==> src/rtl/y86_iram_loader.sv <==
// Framed byte-stream loader for the y86 instruction memory byte write port.
// Parses SYNC/ADDR/LEN headers, writes the payload, and verifies an XOR checksum.
module y86_iram_loader #(
  parameter int unsigned SIZE = 4096,
  parameter logic [7:0]  SYNC = 8'hA5
) (
  input  logic        clk,
  input  logic        reset_n,
  input  logic        in_valid,
  input  logic [7:0]  in_data,
  output logic        in_ready,
  output logic        wr_en,
  output logic [31:0] wr_addr,
  output logic [7:0]  wr_data,
  input  logic        wr_ready,
  output logic        cpu_hold,
  output logic        done,
  output logic        error
);

  localparam logic [16:0] ADDR_MASK = 17'(SIZE - 1);

  typedef enum logic [2:0] {
    ST_IDLE,
    ST_A0,
    ST_A1,
    ST_L0,
    ST_L1,
    ST_DATA,
    ST_CSUM
  } state_e;

  state_e      state_q, state_d;
  logic [15:0] base_q, base_d;
  logic [7:0]  len_lo_q, len_lo_d;
  logic [15:0] idx_q, idx_d;
  logic [15:0] rem_q, rem_d;
  logic [7:0]  csum_q, csum_d;
  logic        buf_full_q, buf_full_d;
  logic [16:0] wr_addr_q, wr_addr_d;
  logic [7:0]  wr_data_q, wr_data_d;
  logic        hold_q, hold_d;
  logic        done_q, done_d;
  logic        err_q, err_d;

  logic        accept;
  logic        wr_done;
  logic [15:0] len_full;
  logic [16:0] addr_sum;

  assign accept   = in_valid && in_ready;
  assign wr_done  = buf_full_q && wr_ready;
  assign len_full = {in_data, len_lo_q};
  assign addr_sum = {1'b0, base_q} + {1'b0, idx_q};

  always_ff @(posedge clk or negedge reset_n) begin
    if (!reset_n) begin
      state_q <= ST_IDLE;
    end else begin
      state_q <= state_d;
    end
  end

  always_comb begin
    state_d = state_q;
    if (accept) begin
      unique case (state_q)
        ST_IDLE: if (in_data == SYNC) state_d = ST_A0;
        ST_A0:   state_d = ST_A1;
        ST_A1:   state_d = ST_L0;
        ST_L0:   state_d = ST_L1;
        ST_L1:   state_d = (len_full == 16'd0) ? ST_CSUM : ST_DATA;
        ST_DATA: if (rem_q == 16'd1) state_d = ST_CSUM;
        ST_CSUM: state_d = ST_IDLE;
        default: state_d = ST_IDLE;
      endcase
    end
  end

  // In DATA a completing write frees the buffer, so a new byte can land back-to-back.
  always_comb begin
    in_ready = 1'b1;
    unique case (state_q)
      ST_DATA: in_ready = !buf_full_q || wr_ready;
      ST_CSUM: in_ready = !buf_full_q;
      default: in_ready = 1'b1;
    endcase
  end

  always_comb begin
    base_d     = base_q;
    len_lo_d   = len_lo_q;
    idx_d      = idx_q;
    rem_d      = rem_q;
    csum_d     = csum_q;
    buf_full_d = buf_full_q;
    wr_addr_d  = wr_addr_q;
    wr_data_d  = wr_data_q;
    hold_d     = hold_q;
    done_d     = 1'b0;
    err_d      = err_q;

    if (wr_done) begin
      buf_full_d = 1'b0;
    end

    if (accept) begin
      unique case (state_q)
        ST_IDLE: begin
          if (in_data == SYNC) begin
            hold_d = 1'b1;
            err_d  = 1'b0;
            csum_d = 8'h00;
            idx_d  = 16'd0;
          end
        end
        ST_A0: base_d[7:0]  = in_data;
        ST_A1: base_d[15:8] = in_data;
        ST_L0: len_lo_d     = in_data;
        ST_L1: rem_d        = len_full;
        ST_DATA: begin
          buf_full_d = 1'b1;
          wr_addr_d  = addr_sum & ADDR_MASK;
          wr_data_d  = in_data;
          csum_d     = csum_q ^ in_data;
          idx_d      = idx_q + 16'd1;
          rem_d      = rem_q - 16'd1;
        end
        ST_CSUM: begin
          hold_d = 1'b0;
          if (csum_q == in_data) begin
            done_d = 1'b1;
          end else begin
            err_d = 1'b1;
          end
        end
        default: ;
      endcase
    end
  end

  always_ff @(posedge clk or negedge reset_n) begin
    if (!reset_n) begin
      base_q     <= 16'd0;
      len_lo_q   <= 8'd0;
      idx_q      <= 16'd0;
      rem_q      <= 16'd0;
      csum_q     <= 8'd0;
      buf_full_q <= 1'b0;
      wr_addr_q  <= 17'd0;
      wr_data_q  <= 8'd0;
      hold_q     <= 1'b0;
      done_q     <= 1'b0;
      err_q      <= 1'b0;
    end else begin
      base_q     <= base_d;
      len_lo_q   <= len_lo_d;
      idx_q      <= idx_d;
      rem_q      <= rem_d;
      csum_q     <= csum_d;
      buf_full_q <= buf_full_d;
      wr_addr_q  <= wr_addr_d;
      wr_data_q  <= wr_data_d;
      hold_q     <= hold_d;
      done_q     <= done_d;
      err_q      <= err_d;
    end
  end

  assign wr_en    = buf_full_q;
  assign wr_addr  = {15'd0, wr_addr_q};
  assign wr_data  = wr_data_q;
  assign cpu_hold = hold_q;
  assign done     = done_q;
  assign error    = err_q;

endmodule

==> config.mk <==
export PLATFORM = sky130hd
export DESIGN_NAME = y86_iram_loader
export DESIGN_NICKNAME = d
export VERILOG_FILES = /design/src/rtl/y86_iram_loader.sv
export SDC_FILE = /design/constraint.sdc
export NUM_CORES = 1
export LEC_CHECK = 0
export CAP_MARGIN = 20
export CORE_MARGIN = 1
export CORE_UTILIZATION = 50
export DETAILED_ROUTE_END_ITERATION = 10
export PLACE_DENSITY = 0.81
export SYNTH_ARGS = -nofsm -noshare
export SYNTH_HDL_FRONTEND = slang
export SYNTH_SLANG_ARGS = --single-unit
==> constraint.sdc <==
create_clock -name clk -period 3 [get_ports clk]
set_clock_uncertainty 0.1 [all_clocks]
set_input_delay 0.9 -clock clk [delete_from_list [all_inputs] [get_ports clk]]
set_output_delay 0.9 -clock clk [all_outputs]
set_load 0.1 [all_outputs]
==> results.toml <==
[synth]
seq_area_frac_synth_pct = 46.0
syn_area_per_cell_um2 = 9.36
synth-edff-count = 0
ys.flop_type = "dfrtp_1"
yosys_warnings = 0
synthesis.area_mm2 = 0.00451
synth-seq-cells = 83
ys_async_sr_fraction_pct = 100
synth.distinct_cells = 49
synth_cells = 482

[critical_path]
critPathMaxStageDelay_ps = 370
path_buf_inv = 2
critPathTopFamily = "simple AND/OR/NAND/NOR gates"
critPathMaxFanout = 3
worstPathRequired_ps = 2000
critPathLaunchType = "input pin"
path_cells = "dlygate4sd2_1, or3b_4, o21ai_2, nand3_2, buf_12"
cp-end-kind = "primary output"
critical_path_class = "in2out"
slowest_stage = "or3b_4"
r2r-start = "rem_q[0]"
regToRegSetupSlack_ps = 320
r2r_cells = 6
crit_arrival_ps = 1930
worst_r2r_endpoint = "rem_q[11]"

[clock_tree]
cts_tree = "built"
cts_buffers = 9
insertion_delay_ps = 350
clock-root-buffer = "clkbuf_8"
cts_sinks = 83
clkSlewWorstSetupHoldPaths_ps = 90
clockBufferDepth = 2
htreeDepth = 3

[timing]
tns_ps = 0
layout_setup_ws_ps = 68.6
period_share_pct = 97.7
period_needed_ps = 2930
fmax_ghz = 0.341
slew_headroom_pct = 64.4
tightestPinTransition_ps = 535
setup_viol = 0
hold_viol_final = 0
grt_setup_unrepaired = "false"
slew_violations = 0

[worst_hold_path]
hold_end = "wr_addr_q[0]"
min_path_type = "reg2reg"
hold_path.startpoint = "wr_addr_q[0]"
hold_depth = 2

[placed_design]
pre_cts_slack_ps = -243
post_dp_cell_area_mm2 = 0.00494
dpl.hpwl_um = 7410
port_buffers = 36
gp_congestion = 0.858

[global_route]
grt_pass1_vias = 3712
met2_usage_pct = 37.5
grt_max_degree = 45
grt-ovfl-total = 0
grt_pass1_wl_um = 18100
grt_use_met1_pct = 31.9
busiest_layer = "met2"
grt.total_usage_pct = 23.7
antenna_found_initial = 1
gr-usage-met3_pct = 5.20

[final_layout]
fin_nets = 554
num-fill-cells = 717
insertedDiodeCount = 0
multi_input_area_mm2 = 0.00221
final_util_pct = 59.4
synthToLayoutAreaGrowth_pct = 14.9
ff_latch_area_mm2 = 0.00208
drive_gt1_share_pct = 17.7
design_area_mm2 = 0.00518

[power_and_ir_drop]
p_sw_uw = 2660
clock_power_share_pct = 16.8
switching_share_pct = 48.3
leakage_uw = 0.00236
ir_worst_vdd_mv = 0.786
cellPowerDensity_mw_per_mm2 = 1060
power_uw = 5500
power_frac_seq_pct = 35.7
p_int_uw = 2850
power_frac_comb_pct = 47.5

[drt]
drtIter0Drc = 261
ant_nets = 0
routed_wirelength_um = 10400
drc = 0
drt_first_pass_iters = 5
vias = 3760
routedWlPerCell_um = 16.2
via_per_inst = 5.88

[outcome]
outcome = "finished, final reports clean"

[floorplan]
fp.dieW_um = 97.0
core_mm2 = 0.00872
die_h_um = 97.0
num_rows = 34
initial_core_util_pct = 51.7
io_pins = 57
die_area_mm2 = 0.00941

[job]
maxCapViolCount = 0
-- layer usage --
layer | up-vias | routed length (um) | share of wire (%)
met5 | - | 18 | 0.17
met4 | 2 | 214 | 2.1
met3 | 24 | 824 | 8.0
met2 | 157 | 4930 | 48
met1 | 1827 | 4380 | 42
li1 | 1750 | - | -
-- layout make-up --
class                           instances  area share, %
Sequential cell                        83           40.1
Inverter                                7          0.507
Tap cell                              108           2.61
Clock inverter                          5           1.64
Timing Repair Buffer                   60           9.87
Multi-Input combinational cell        366           42.6
Clock buffer                           11           2.73
-- power by group through the flow --
stage / clock network, uW / registers, uW / logic [uW]
2_1_floorplan: 0 / 2830 / 1160
3_3_place_gp: 0 / 1950 / 2540
3_5_place_dp: 0 / 1970 / 2610
4_1_cts: 928 / 1960 / 2620
5_1_grt: 975 / 2020 / 2830
6_report: 924 / 1960 / 2610
-- synthesized netlist by cell type, types with 3 or more instances --
cell type | count | area [um^2]
or4_1 | 3 | 22.5
a21oi_1 | 34 | 170
a21o_1 | 5 | 37.5
xor2_1 | 5 | 43.8
o21ai_0 | 60 | 300
nor3_1 | 9 | 45.0
mux2i_1 | 4 | 40.0
ha_1 | 14 | 175
nor4_1 | 4 | 25.0
a31oi_1 | 3 | 18.8
clkbuf_8 | 3 | 41.3
xnor2_1 | 13 | 114
nand3_1 | 14 | 70.1
inv_1 | 7 | 26.3
nor2_1 | 23 | 86.3
o31ai_1 | 6 | 45.0
dfrtp_1 | 83 | 2080
mux2_2 | 21 | 236
buf_4 | 21 | 158
o22ai_1 | 3 | 18.8
clkbuf_1 | 20 | 75.1
or3_1 | 5 | 31.3
o211ai_1 | 4 | 30.0
and3_1 | 3 | 18.8
nand2_1 | 74 | 278
nand4_1 | 8 | 50.1
-- worst max path at each step --
stage | start | endpoint | slack (ps) | depth (start not counted)
finish | wr_ready | in_ready | 70 | 5
global route | in_data[6] | csum_q[7] | 20 | 9
CTS | wr_ready | in_ready | 70 | 5
detailed placement | wr_ready | in_ready | -240 | 5
global placement | wr_ready | in_ready | -200 | 5
floorplan | wr_ready | in_ready | 80 | 3
-- worst reg2reg max path, stage by stage (launching register included) --
cell and delay (ps):
dfrtp_1 440, or4_4 550, or3_4 380, or4_4 440, or3_1 350, a21oi_1 160
a2bb2oi_1 190
-- through the flow --
step           hold slack [ps]  std cells
6_report                   385        640
2_1_floorplan              364        501
3_3_place_gp               364        623
4_1_cts                    387        640
5_1_grt                    413        640
3_5_place_dp               364        623
-- flip-flops by register name, indices dropped and copies added, names as in the netlist, 3 cells and up --
| name | count |
|---|---|
| len_lo_q | 8 |
| rem_q | 16 |
| base_q | 12 |
| csum_q | 8 |
| wr_data | 8 |
| idx_q | 12 |
| state_q | 3 |
| wr_addr_q | 12 |
-- layout by cell type, fill, tap and decap left out, drive strengths merged, types with 3 or more instances in the layout --
master / instances
o21ai: 60
or3: 6
mux2i: 4
o22ai: 3
xnor2: 13
o211ai: 4
nand4: 8
a21o: 5
a31oi: 3
or4: 5
dfrtp: 83
inv: 8
buf: 50
nor4: 4
nand2: 74
and3: 3
conb: 20
mux2: 21
clkbuf: 11
nand3: 14
nor2: 23
xor2: 5
nor3: 9
clkdlybuf4s50: 9
o31ai: 6
a21oi: 34
ha: 14
-- cell families after synthesis --
kind of cell | count (synthesis) | share of synthesized area, %
XOR/XNOR | 18 | 3.49
AO/OA/AOI/OAI | 131 | 16.7
flip-flops | 83 | 46.0
buffers and inverters | 52 | 6.91
adder cells (fa/ha/maj) | 15 | 4.33
multiplexers | 25 | 6.13
AND/OR/NAND/NOR | 157 | 16.4
other | 1 | 0.0831
-- timing repair --
item / 4_1_cts / 5_1_grt
hold buffers: 0 / 0
setup endpoints to repair: 1 / 0
buffers inserted: 1 / 0
resized for setup: 4 / 0
Note: power is estimated with default switching activity, not from simulation.
